## src/rtl/pipe_pkg.sv

```systemverilog
// pipe_pkg: shared stage indices, stage index type and pending-redirect FSM states
package pipe_pkg;
  localparam int STG_N   = 6;
  localparam int STG_PC  = 0;
  localparam int STG_IF  = 1;
  localparam int STG_ID  = 2;
  localparam int STG_EX  = 3;
  localparam int STG_MEM = 4;
  localparam int STG_WB  = 5;
  typedef logic [$clog2(STG_N)-1:0] stage_t;
  typedef enum logic {IDLE, PENDING} pend_state_t;
endpackage

```

## src/rtl/pipe_ctrl_prio_msb.sv

```systemverilog
// prio_msb: highest-set-bit encoder; ports: req in, valid/idx out
module prio_msb #(
  parameter int N = 6,
  parameter int W = (N > 1) ? $clog2(N) : 1
) (
  input  logic [N-1:0] req,
  output logic         valid,
  output logic [W-1:0] idx
);
  always_comb begin
    idx = '0;
    for (int i = 0; i < N; i++) idx = req[i] ? W'(i) : idx;
  end
  assign valid = |req;
endmodule

```

## src/rtl/pipe_ctrl.sv

```systemverilog
// pipe_ctrl: pipeline stall/flush controller; ins clk,rst,stall_req,flush_req,flush_pc; outs pause,flush,redirect_valid/pc,stall_cycles,flush_count
module pipe_ctrl
  import pipe_pkg::*;
#(
  parameter int NSTAGE = 6,
  parameter int ADDR_W = 32,
  parameter int CNT_W  = 32
) (
  input  logic                     clk,
  input  logic                     rst,
  input  logic [NSTAGE-1:0]        stall_req,
  input  logic [NSTAGE-1:0]        flush_req,
  input  logic [NSTAGE*ADDR_W-1:0] flush_pc,
  output logic [NSTAGE-1:0]        pause,
  output logic [NSTAGE-1:0]        flush,
  output logic                     redirect_valid,
  output logic [ADDR_W-1:0]        redirect_pc,
  output logic [CNT_W-1:0]         stall_cycles,
  output logic [CNT_W-1:0]         flush_count
);
  localparam int IW = (NSTAGE > 1) ? $clog2(NSTAGE) : 1;
  pend_state_t       state;
  logic [IW-1:0]     pend_stage;
  logic [ADDR_W-1:0] pend_pc;
  logic              s_v, f_v, use_new, has_f, blocked, apply;
  logic [IW-1:0]     s_idx, f_idx, f_sel;
  logic [ADDR_W-1:0] tgt;
  logic [NSTAGE-1:0] smask;
  // the PC has no flush of its own, so bit 0 never names a source
  prio_msb #(.N(NSTAGE), .W(IW)) u_stall (.req(stall_req), .valid(s_v), .idx(s_idx));
  prio_msb #(.N(NSTAGE), .W(IW)) u_flush (.req({flush_req[NSTAGE-1:1], 1'b0}), .valid(f_v), .idx(f_idx));
  always_comb begin
    use_new = f_v && (state == IDLE || f_idx >= pend_stage);
    has_f   = f_v || state == PENDING;
    f_sel   = use_new ? f_idx : pend_stage;
    tgt     = use_new ? flush_pc[32'(f_idx)*ADDR_W +: ADDR_W] : pend_pc;
    blocked = !rst && has_f && s_v && s_idx >= f_sel;
    apply   = !rst && has_f && !blocked;
    for (int i = 0; i < NSTAGE; i++) begin
      smask[i] = !rst && s_v && IW'(i) <= s_idx;
      pause[i] = smask[i] && !(apply && IW'(i) < f_sel);
      flush[i] = apply && i >= STG_IF && IW'(i) < f_sel;
    end
    redirect_valid = apply;
    redirect_pc    = apply ? tgt : '0;
  end
  always_ff @(posedge clk) begin
    if (rst) begin
      state        <= IDLE;
      pend_stage   <= '0;
      pend_pc      <= '0;
      stall_cycles <= '0;
      flush_count  <= '0;
    end else begin
      state        <= blocked ? PENDING : apply ? IDLE : state;
      pend_stage   <= blocked ? f_sel : pend_stage;
      pend_pc      <= blocked ? tgt : pend_pc;
      stall_cycles <= (|pause && ~&stall_cycles) ? stall_cycles + 1'b1 : stall_cycles;
      flush_count  <= (apply && ~&flush_count) ? flush_count + 1'b1 : flush_count;
    end
  end
endmodule

```

## config.mk

```make
export PLATFORM = sky130hd
export DESIGN_NAME = pipe_ctrl
export DESIGN_NICKNAME = d
export VERILOG_FILES = /design/src/rtl/pipe_pkg.sv /design/src/rtl/pipe_ctrl_prio_msb.sv /design/src/rtl/pipe_ctrl.sv
export SDC_FILE = /design/constraint.sdc
export NUM_CORES = 1
export LEC_CHECK = 0
export ABC_AREA = 1
export BUFFER_PORTS_ARGS = -buffer_cell sky130_fd_sc_hd__buf_4
export CORE_AREA = 2 2 161 163
export DETAILED_ROUTE_END_ITERATION = 16
export DIE_AREA = 0 0 163 165
export PLACE_DENSITY = 0.65
export SLEW_MARGIN = 0
export SYNTH_ARGS = -nofsm -noshare
export SYNTH_HDL_FRONTEND = slang
export SYNTH_SLANG_ARGS = --single-unit
```

## constraint.sdc

```tcl
create_clock -name clk -period 11.15 [get_ports clk]
set_input_delay 0.5575 -clock clk [delete_from_list [all_inputs] [get_ports clk]]
set_output_delay 0.5575 -clock clk [all_outputs]
set_load 0.1 [all_outputs]
```

==> results of run 1 <==
[final cells by class]
type	instances	share of cell area [%]
multi-input combinational	957	46.82
timing repair buffer	317	23.27
sequential	100	19.58
tap	330	4.038
inverter	97	3.561
clock buffer	9	2.203
clock inverter	7	0.4772
antenna	2	0.04895
[metal layers]
metal / GRT usage (%) / up-vias / part of all wire [%]
li1: - / 4589 / -
met1: 25.71 / 4171 / 42
met2: 36.50 / 322 / 48
met3: 4.822 / 55 / 7.1
met4: 7.965 / 0 / 3.1
met5: 0 / - / 0
[critical path: stages]
cell      delay [ps]
buf_4            120
inv_1             50
nand2_1           90
a21oi_4          120
buf_4            680
ha_1             370
inv_1             50
nand2_1           40
nand2_1           50
nand2_1          110
nand2_2          600
nand2_1          100
o21ai_1          210
ha_1             290
o21ai_0          280
a21oi_1          170
o21bai_4         880
nand2_4          230
inv_1            680
nand2_1          810
nor2_1           410
nand2_1          170
inv_1            120
nand3_1           70
and3_1           170
[sequential cells by signal, summed over array words and instances (netlist names)]
name	flops
pend_stage	3
flush_count	32
state	1
pend_pc	32
stall_cycles	32
[placed cells by master, fill, tap and decap left out, types with 3 or more instances in the layout]
cell       count
nand3_1       87
a21oi_1       62
o221ai_1      29
nor3_1        67
clkinv_1       3
dfxtp_1      100
nor2_2        10
inv_2          6
clkinv_2       3
and2_1        27
a31oi_1        3
inv_1         88
xor2_1        37
o21ai_1        4
ha_1           7
o2111ai_1      3
nand2_2        4
xnor2_1        5
inv_6          3
nor2_1       215
buf_4        317
o21a_1        27
nand2_1      238
clkbuf_16      9
nand4_1       11
o21ai_0       85
o22ai_1        3
nor4_1        20
[worst max-delay path by stage]
stage                                               to  slack [ps]
after CTS                 flush_count[14]$_SDFFE_PP0P_        3750
after floorplan                        redirect_pc[20]        5270
after global routing       flush_count[6]$_SDFFE_PP0P_        3040
after global placement    flush_count[14]$_SDFFE_PP0P_        3450
after detailed placement  flush_count[14]$_SDFFE_PP0P_        3360
final                     flush_count[14]$_SDFFE_PP0P_        3910
[per-stage QoR]
step	setup slack [ps]	hold WS, ps	total power, W
floorplan	5270	447.8	0.0007278
global placement	3449	457.8	0.0008624
detailed placement	3365	463.9	0.0008666
CTS	3745	475.5	0.001175
global route	3044	483.9	0.001224
finish	3914	475.0	0.001161
[cell families after synthesis]
group | after synthesis
simple gates | 687
compound gates | 220
buf+inv | 166
flops | 100
xor+xnor | 42
fa+ha+maj | 7
other cells | 1
[report_power, final]
group	switching, W	internal (W)	total (W)
clock network	0.000151	0.000153	0.000304
logic	0.000319	0.000138	0.000457
registers	0.0000150	0.000385	0.000400
==> run summary, run 1 <==
Mux contribution to synthesized area -> 0%
Global route overflow -> 0
Fin Clk Skew -> 10.29 ps
Pleak -> 4.493 nW
Path depth of the worst reg2reg path -> 21
Syn avg cell area -> 6.083 um2
Setup slack, reg-to-reg -> 4800 ps
Initial Util -> 29.72%
Layout area overhead -> 37.44%
Status -> finished clean
RR Endpoint -> flush_count[14]$_SDFFE_PP0P_
Post-Syn Instances -> 1223
Placed cell count -> 1801
Io pins -> 315
Critical path origin -> flush_req[3]
Total CTS buffers -> 9
Hpwl dp -> 21700 um
Area leader, netlist -> dfxtp_1
FP Rows -> 58
Top cells by area, synth -> dfxtp_1 27%, nand2_1 12%, nor2_1 11%, nand3_1 5.9%, o21ai_0 5.7%
Simple-gate share of the synthesized area -> 40.31%
Root buf cell -> clkbuf_16
Fin crit share -> 64.90%
Detailed Route WL -> 28820 um
Hold Crit Start -> pend_pc[14]$_SDFFE_PP0P_
Crit Path Category -> input pin to flip-flop
Syn nets -> 1436
Area occupied by multi-input gates -> 4787 um2
Final Cell Area -> 10220 um2
Die ar. -> 26900 um2
Worst IR Drop VDD -> 0.09219 mV
CTS Hold Buffers Added -> 0
Sequential area share after synthesis -> 26.91%
Slew headroom -> 27.54%
Clk_lat worst skew -> 350 ps
Unique masters post-synth -> 40
FF/Latch Area -> 2002 um2
GRT Total Usage -> 21.18%
Top cell type's share of synthesized area -> 26.91%
DRC -> 0
Fill cell count -> 2689
Vias -> 9137
Max Root-Sink Buffers -> 2
Die Span Y -> 165 um
CP endpoint kind -> flip-flop
Crit path time final -> 7236 ps
End of the worst hold path -> pend_pc[14]$_SDFFE_PP0P_
Final net count -> 1695
Mapped Area -> 7440 um2
Synth Flop Type -> dfxtp_1
First-pass GRT wire length -> 45350 um
Worst slew pin tran -> 1084 ps
Final hold violation count -> 0
Most common cell in the netlist -> nand2_1
Post_cts resized -> 0
H-tree depth -> 3
Compound-Gate Fraction of Synth Area -> 17.73%
DR vias/cell -> 5.023
Chip Width -> 163 um
Routability Congestion -> 0.9183
Drt first pass iters -> 5
Post-CTS setup buffer count -> 0
#FFs+latches synth -> 100
Placed Area -> 9946 um2
Max-slew violation count -> 0
Hold path depth -> 2
Setup TNS -> 0 ps
Synth Area in Adders -> 1.177%
Pin count of the biggest net entering global routing -> 98
Yosys warns -> 0
Power Density -> 113.6 nW/um2
Core area -> 25040 um2
Final setup fails -> 0
Final Util -> 40.84%
Routed Antenna Nets -> 0
Max Clk Rate -> 138.2 MHz
R2R Path Start -> pend_stage[2]$_SDFFE_PP0P_
CP required -> 11390 ps
Layout cells sized above 1 -> 24.28%
Clk sink count -> 100
Hold Path Class -> flip-flop to flip-flop
Vias in the first global route -> 8820
Top cells by count, synth -> 239 x nand2_1, 215 x nor2_1, 100 x dfxtp_1, 88 x inv_1, 87 x nand3_1
Buffers on Ports -> 312
DR iter-0 viols -> 558
RSZ-0062 raised after global routing -> false
Antenna violations before repair -> 2
Type of origin of the critical path -> input pin
Clk slew on worst S/H paths -> 70 ps
Critical path arrival -> 7480 ps
WL/cell -> 15.84 um
Synth Area in XOR/XNOR -> 4.945%
Number of synthesized flops with an enable pin -> 0
Largest family of logic cells by synthesized area -> simple AND/OR/NAND/NOR gates
FFs w/ async S/R, synth -> 0%
Finished Layout Cells -> 1819
Max cap viols -> 0
CTS tree -> yes
Worst Path Max Fanout -> 97
Power figures use the tool's default switching activity.
==> run 2, diff against run 1 <==
--- a/config.mk
+++ b/config.mk
@@ -5,12 +5,12 @@
 export SDC_FILE = /design/constraint.sdc
 export NUM_CORES = 1
 export LEC_CHECK = 0
-export ABC_AREA = 1
+export ABC_AREA = 0
 export BUFFER_PORTS_ARGS = -buffer_cell sky130_fd_sc_hd__buf_4
-export CORE_AREA = 2 2 161 163
+export CORE_AREA = 2 2 149 151
 export DETAILED_ROUTE_END_ITERATION = 16
-export DIE_AREA = 0 0 163 165
-export PLACE_DENSITY = 0.65
+export DIE_AREA = 0 0 151 153
+export PLACE_DENSITY = 0.67
 export SLEW_MARGIN = 0
 export SYNTH_ARGS = -nofsm -noshare
 export SYNTH_HDL_FRONTEND = slang
==> constraint.sdc (replaced) <==
create_clock -name clk -period 6.8 [get_ports clk]
set_input_delay 0.34 -clock clk [delete_from_list [all_inputs] [get_ports clk]]
set_output_delay 0.34 -clock clk [all_outputs]
set_load 0.1 [all_outputs]
==> run 2 against run 1 <==
Largest cell class unchanged; setup slack lost 2400 ps; sequential cell count is the same; first-iteration DRC count shrank 25%; synthesized cell count fell by 30%; hold slack worse by 2.8 ps; die area shrank 14%.
==> run summary, run 2 <==
Top cells by area, synth -> dfxtp_1 31%, o21ai_0 6.7%, nor2_1 6.1%, mux2i_1 6.0%, nand2_1 5.8%
Worst Path Max Fanout -> 38 (-61%)
CTS Hold Buffers Added -> 0 (unchanged)
Most frequent cells in the layout -> 322 x buf_4, 101 x nor2_1, 100 x dfxtp_1
Synth Flop Type -> dfxtp_1
DR vias/cell -> 5.215 (+3.8%)
Post-Syn Instances -> 854 (-30%)
GRT Total Usage -> 20.03% (-1.2 points)
Clk_lat worst skew -> 350 ps (about the same)
Status -> finished clean
Sequential area share after synthesis -> 31.41% (+4.5 points)
Number of synthesized flops with an enable pin -> 0 (unchanged)
Layout area overhead -> 44.84%
First-pass GRT wire length -> 36540 um (-19%)
Mapped Area -> 6374 um2 (-14%)
Power Density -> 199.3 nW/um2 (+75%)
Layout cells sized above 1 -> 31.89% (+7.6 points)
CP endpoint -> stall_cycles[15]$_SDFFE_PP0P_
Fin Clk Skew -> 9.466 ps (-0.8202 ps)
CP required -> 7070 ps (-4320 ps)
Place WS -> 1173 ps (-2191 ps)
Critical path origin -> flush_req[5]
Crit-path slowest cell -> o211a_1
Final net count -> 1337 (-21%)
Max Clk Rate -> 188.3 MHz
DR iter-0 viols -> 420 (-25%)
Post-CTS setup buffer count -> 0 (unchanged)
Crit path time final -> 5311 ps
FFs w/ async S/R, synth -> 0% (unchanged)
CP endpoint kind -> flip-flop
Pleak -> 3.871 nW (-14%)
Io pins -> 315 (unchanged)
Syn avg cell area -> 7.463 um2 (+23%)
Fill cell count -> 2169 (-19%)
Largest regs -> flush_count: 32 flops, pend_pc: 32 flops, stall_cycles: 32 flops
Setup TNS -> 0 ps (unchanged)
Vias -> 7353 (-20%)
Antenna violations before repair -> 1 (-1)
Final setup fails -> 0 (unchanged)
Drt first pass iters -> 5 (unchanged)
Yosys warns -> 0 (unchanged)
Die ar. -> 23100 um2 (-14%)
H-tree depth -> 3 (unchanged)
Global route overflow -> 0 (unchanged)
Core area -> 21490 um2 (-14%)
Critical path arrival -> 5580 ps (-1900 ps)
Max Root-Sink Buffers -> 2 (unchanged)
Hold path depth -> 2 (unchanged)
RR Endpoint -> stall_cycles[15]$_SDFFE_PP0P_
Type of origin of the critical path -> input pin
Worst slew pin tran -> 994.2 ps (-89.83 ps)
CTS tree -> yes
Hold Path Class -> flip-flop to flip-flop
Unique masters post-synth -> 54 (+35%)
Area leader, netlist -> dfxtp_1
R2R Path Start -> pend_stage[0]$_SDFFE_PP0P_
Clk slew on worst S/H paths -> 70 ps (about the same)
Slew headroom -> 33.72% (+6.2 points)
Fin crit share -> 78.10%
Die Span Y -> 153 um (-7.3%)
Setup slack, reg-to-reg -> 2360 ps (-2440 ps)
Final WS setup -> 1489 ps (-2425 ps)
Total CTS buffers -> 9 (unchanged)
Chip Width -> 151 um (-7.4%)
FP Rows -> 54 (-6.9%)
Top cells by count, synth -> 104 x nor2_1, 100 x dfxtp_1, 99 x nand2_1, 85 x o21ai_0, 58 x clkbuf_1
Max-slew violation count -> 0 (unchanged)
Worst IR Drop VDD -> 0.1068 mV (+16%)
Vias in the first global route -> 6798 (-23%)
Root buf cell -> clkbuf_16
Critical Path Max Stage Delay -> 550 ps (-330 ps)
Leading cell type in the layout, fill and taps excluded -> buf_4
Crit-path cells -> buf_4 > nor2_1 > o21ai_4 > inv_1 > ha_1 > nand2_1 > o211a_1 > nor2_4 > o22ai_1 > inv_1 > ha_1 > a21oi_1 > a211o_1 > o31ai_4 > inv_4 > o41a_1 > o211a_1 > a21o_1 > or3_1 > a21oi_1
#FFs+latches synth -> 100 (unchanged)
Crit Path Category -> input pin to flip-flop
Routability Congestion -> 0.8640 (-5.9%)
Path depth of the worst reg2reg path -> 16 (-24%)
Initial Util -> 29.66% (-0.051 points)
Hpwl dp -> 17640 um (-19%)
Buffers on Ports -> 312 (unchanged)
Detailed Route WL -> 23790 um (-17%)
Pin count of the biggest net entering global routing -> 72 (-27%)
Final Util -> 42.97% (+2.1 points)
Routed Antenna Nets -> 0 (unchanged)
Top cell type's share of synthesized area -> 31.41% (+4.5 points)
Final hold violation count -> 0 (unchanged)
DRC -> 0 (unchanged)
WL/cell -> 16.87 um (+6.5%)
Max cap viols -> 0 (unchanged)
Most common cell in the netlist -> nor2_1
Syn nets -> 1067 (-26%)
RSZ-0062 raised after global routing -> false
Post_cts resized -> 0 (unchanged)
Clk sink count -> 100 (unchanged)
[run 2: cell count changes in the layout (fill, tap and decap cells not counted), moves of 23 or more]
| cell | change |
|---|---|
| nand2_1 | -139 |
| nor2_1 | -114 |
| inv_1 | -66 |
| nor3_1 | -59 |
| o211ai_1 | +39 |
| mux2i_1 | +38 |
| nand3_1 | -38 |
| a221oi_1 | +30 |
| and2_1 | -27 |
| o21a_1 | -27 |
| o221ai_1 | -27 |
| xor2_1 | -27 |
| xnor2_1 | +23 |
[run 2: worst min path at each step]
| stage | endpoint | start | slack (ps) |
|---|---|---|---|
| 6_report | pend_pc[1]$_SDFFE_PP0P_ | pend_pc[1]$_SDFFE_PP0P_ | 470 |
| 5_1_grt | pend_pc[1]$_SDFFE_PP0P_ | pend_pc[1]$_SDFFE_PP0P_ | 500 |
| 4_1_cts | pend_pc[1]$_SDFFE_PP0P_ | pend_pc[1]$_SDFFE_PP0P_ | 470 |
| 3_5_place_dp | pend_pc[1]$_SDFFE_PP0P_ | pend_pc[1]$_SDFFE_PP0P_ | 460 |
| 3_3_place_gp | pend_pc[1]$_SDFFE_PP0P_ | pend_pc[1]$_SDFFE_PP0P_ | 450 |
| 2_1_floorplan | pend_pc[0]$_SDFFE_PP0P_ | pend_pc[0]$_SDFFE_PP0P_ | 440 |
[run 2: layout make-up]
type	instances	area (um2)	share of cell area (%)
Inverter	25	97.59	1.057
Clock inverter	6	60.06	0.6506
Antenna cell	1	2.502	0.02711
Timing Repair Buffer	322	2417	26.19
Sequential cell	100	2002	21.69
Multi-Input combinational cell	666	4063	44.01
Tap cell	280	350.3	3.795
Clock buffer	10	239.0	2.589
[run 2: metal layers]
| layer | wire length, um | share of wire [%] | track usage [%] | up-vias |
|---|---|---|---|---|
| met5 | 0 | 0 | 0 | - |
| met2 | 11550 | 49 | 33.53 | 288 |
| met4 | 408 | 1.7 | 5.029 | 0 |
| li1 | - | - | - | 3648 |
| met1 | 9875 | 42 | 25.91 | 3398 |
| met3 | 1949 | 8.2 | 4.627 | 19 |
[run 2: per-stage QoR]
stage	instance area, um2	power, W	std cells	hold WS [ps]
3_5_place_dp	8930	0.001329	1393	457.1
4_1_cts	9229	0.001860	1409	474.1
6_report	9231	0.001839	1410	472.2
2_1_floorplan	6382	0.001116	854	438.4
3_3_place_gp	8930	0.001322	1393	449.2
5_1_grt	9231	0.001929	1410	497.3
[run 2: cell families (layout without fill, tap and decap cells)]
| logic type | after synthesis | in the layout | share of synthesized area, % |
|---|---|---|---|
| muxes | 39 | 39 | 6.144 |
| DFF | 100 | 100 | 31.41 |
| buffers and inverters | 88 | 363 | 5.438 |
| adders and majority gates | 7 | 7 | 1.374 |
| AOI/OAI and AO/OA | 256 | 256 | 27.27 |
| other | 1 | 2 | 0.05884 |
| xor gates and xnor gates | 38 | 38 | 5.222 |
| and+or+nand+nor | 325 | 325 | 23.09 |
[run 2: power breakdown]
part	total [W]	switching [W]	internal [W]	leakage (nW)
registers	0.000664	0.0000293	0.000635	0.815
logic	0.000652	0.000447	0.000205	2.92
clock network	0.000524	0.000258	0.000266	0.140
[run 2: critical path, delay by kind of cell]
family,cells,cell delay [ps]
and+or+nand+nor,4,730
AOI/OAI and AO/OA,10,2900
buffers and inverters,4,910
adders and majority gates,2,680
==> run 3, diff against run 2 <==
--- a/config.mk
+++ b/config.mk
@@ -5,12 +5,12 @@
 export SDC_FILE = /design/constraint.sdc
 export NUM_CORES = 1
 export LEC_CHECK = 0
-export ABC_AREA = 0
+export ABC_AREA = 1
 export BUFFER_PORTS_ARGS = -buffer_cell sky130_fd_sc_hd__buf_4
-export CORE_AREA = 2 2 149 151
+export CORE_AREA = 2 2 161 163
 export DETAILED_ROUTE_END_ITERATION = 16
-export DIE_AREA = 0 0 151 153
-export PLACE_DENSITY = 0.67
+export DIE_AREA = 0 0 163 165
+export PLACE_DENSITY = 0.65
 export SLEW_MARGIN = 0
 export SYNTH_ARGS = -nofsm -noshare
 export SYNTH_HDL_FRONTEND = slang
==> constraint.sdc (replaced) <==
create_clock -name clk -period 4.96 [get_ports clk]
set_input_delay 0.248 -clock clk [delete_from_list [all_inputs] [get_ports clk]]
set_output_delay 0.248 -clock clk [all_outputs]
set_load 0.1 [all_outputs]
==> run 3 against run 2 <==
Combinational power increased by 60%; sequential power increased by 36%; clock skew about the same; final area increased by 11%; critical path type is now input pin to output pin; critical endpoint is now redirect_pc[16]; largest power group is now combinational cells.
==> run summary, run 3 (synthesis results as in run 1) <==
FF/Latch Area -> 2002 um2 (unchanged)
Global route overflow -> 0 (unchanged)
FP Rows -> 58 (+7.4%)
Most used cell along the critical path -> nand2_1
Final net count -> 1700 (+27%)
First-pass GRT wire length -> 46220 um (+26%)
Routed Antenna Nets -> 0 (unchanged)
CTS tree -> yes
DR vias/cell -> 5.014 (-3.9%)
Tot Pwr -> 0.002649 W (+44%)
Worst Path Max Fanout -> 28 (-26%)
WHS -> 405.6 ps (-66.55 ps)
Critical path arrival -> 3880 ps (-1700 ps)
Max cap viols -> 0 (unchanged)
RSZ-0062 raised after global routing -> false
Crit Path Category -> input pin to output pin
Status -> finished clean
CP required -> 4710 ps (-2360 ps)
Critical Path Max Stage Delay -> 320 ps (-230 ps)
Initial Util -> 29.72% (+0.051 points)
Layout area overhead -> 38.28%
Core area -> 25040 um2 (+17%)
Slew headroom -> 40.08% (+6.4 points)
Chip Width -> 163 um (+7.9%)
Final hold violation count -> 0 (unchanged)
Fill cell count -> 2722 (+25%)
Routability Congestion -> 0.9493 (+9.9%)
Drt first pass iters -> 6 (+1)
Leading cell type in the layout, fill and taps excluded -> buf_4
Max-slew violation count -> 0 (unchanged)
ANT cells -> 0 (-1)
Die ar. -> 26900 um2 (+16%)
Clk slew on worst S/H paths -> 80 ps (about the same)
WL/cell -> 16.25 um (-3.7%)
Io pins -> 315 (unchanged)
Max Root-Sink Buffers -> 2 (unchanged)
Crit path time final -> 4128 ps
CP endpoint kind -> output pin
GRT Total Usage -> 21.58% (+1.6 points)
Pin count of the biggest net entering global routing -> 97 (+35%)
Most frequent cells in the layout -> 321 x buf_4, 238 x nand2_1, 215 x nor2_1
Post_cts resized -> 0 (unchanged)
Root buf cell -> clkbuf_16
Layout cells sized above 1 -> 24.53% (-7.4 points)
Largest regs -> flush_count: 32 flops, pend_pc: 32 flops, stall_cycles: 32 flops
Clk sink count -> 100 (unchanged)
H-tree depth -> 3 (unchanged)
Total CTS buffers -> 9 (unchanged)
Hold Path Class -> input pin to flip-flop
Die Span Y -> 165 um (+7.8%)
Place WS -> 659.1 ps (-514.4 ps)
Worst IR Drop VDD -> 0.1658 mV (+55%)
DRC -> 0 (unchanged)
Clk_lat worst skew -> 360 ps (about the same)
Vias -> 9135 (+24%)
DR iter-0 viols -> 619 (+47%)
Final WS setup -> 832.2 ps (-656.8 ps)
Fin crit share -> 83.22%
Max Clk Rate -> 242.3 MHz
Detailed Route WL -> 29610 um (+24%)
Vias in the first global route -> 8706 (+28%)
Setup TNS -> 0 ps (unchanged)
Crit-path cells -> buf_4 > nor2_4 > inv_2 > nor2_2 > ha_1 > nand2_1 > clkinv_1 > nand2_1 > nand2_1 > nand2_2 > nand2_1 > o21ai_1 > ha_1 > o21ai_0 > a21oi_1 > o21bai_4 > nand2_4 > inv_1 > buf_4 > and2_1 > buf_4
Fin Clk Skew -> 9.941 ps (+0.4753 ps)
Worst slew pin tran -> 898.9 ps (-95.34 ps)
Crit-path slowest cell -> buf_4
Power Density -> 257.5 nW/um2 (+29%)
Pleak -> 4.517 nW (+17%)
Final setup fails -> 0 (unchanged)
Post-CTS setup buffer count -> 0 (unchanged)
Type of origin of the critical path -> input pin
CTS Hold Buffers Added -> 0 (unchanged)
Final Util -> 41.09% (-1.9 points)
Antenna violations before repair -> 0 (-1)
Hpwl dp -> 22340 um (+27%)
Area occupied by multi-input gates -> 4797 um2 (+18%)
Buffers on Ports -> 312 (unchanged)
==> run 3: layer usage <==
layer	track usage (%)	vias up	share of wire, %
met5	0	-	0
met4	4.867	0	1.6
met3	4.018	33	5.8
met2	38.37	278	49
met1	27.04	4235	43
li1	-	4589	-
==> run 3: final timing paths <==
check / startpoint / end / slack [ps] / cells after the start
max: flush_req[4] / redirect_pc[16] / 830 / 21
min: rst / stall_cycles[3]$_SDFFE_PP0P_ / 410 / 2
max reg2reg: pend_stage[2]$_SDFFE_PP0P_ / stall_cycles[27]$_SDFFE_PP0P_ / 970 / 21
min reg2reg: pend_pc[4]$_SDFFE_PP0P_ / pend_pc[4]$_SDFFE_PP0P_ / 470 / 2
==> run 3: power breakdown <==
group | internal [W] | switching (W) | total [W]
Clock | 0.000348 | 0.000360 | 0.000708
Sequential | 0.000865 | 0.0000348 | 0.000900
Combinational | 0.000317 | 0.000724 | 0.00104
==> run 3: stage by stage <==
| step | instance area (um2) | instances |
|---|---|---|
| finish | 10290 | 1822 |
| detailed placement | 10010 | 1806 |
| floorplan | 7451 | 1223 |
| global placement | 10010 | 1806 |
| global route | 10290 | 1822 |
| CTS | 10290 | 1822 |
==> run 3: critical path: cells and delay by family <==
family          cells  cell delay (ps)
compound gates      4              870
simple gates        9             1210
fa+ha+maj           2              520
buf+inv             6             1010
==> run 3: layout make-up <==
cell class	instances	share of cell area (%)
multi-input cells	957	46.63
repair buffers	322	23.62
flip-flops and latches	100	19.46
well taps	330	4.014
inverters	97	3.539
clock buffers	9	2.189
clock inverters	7	0.5473
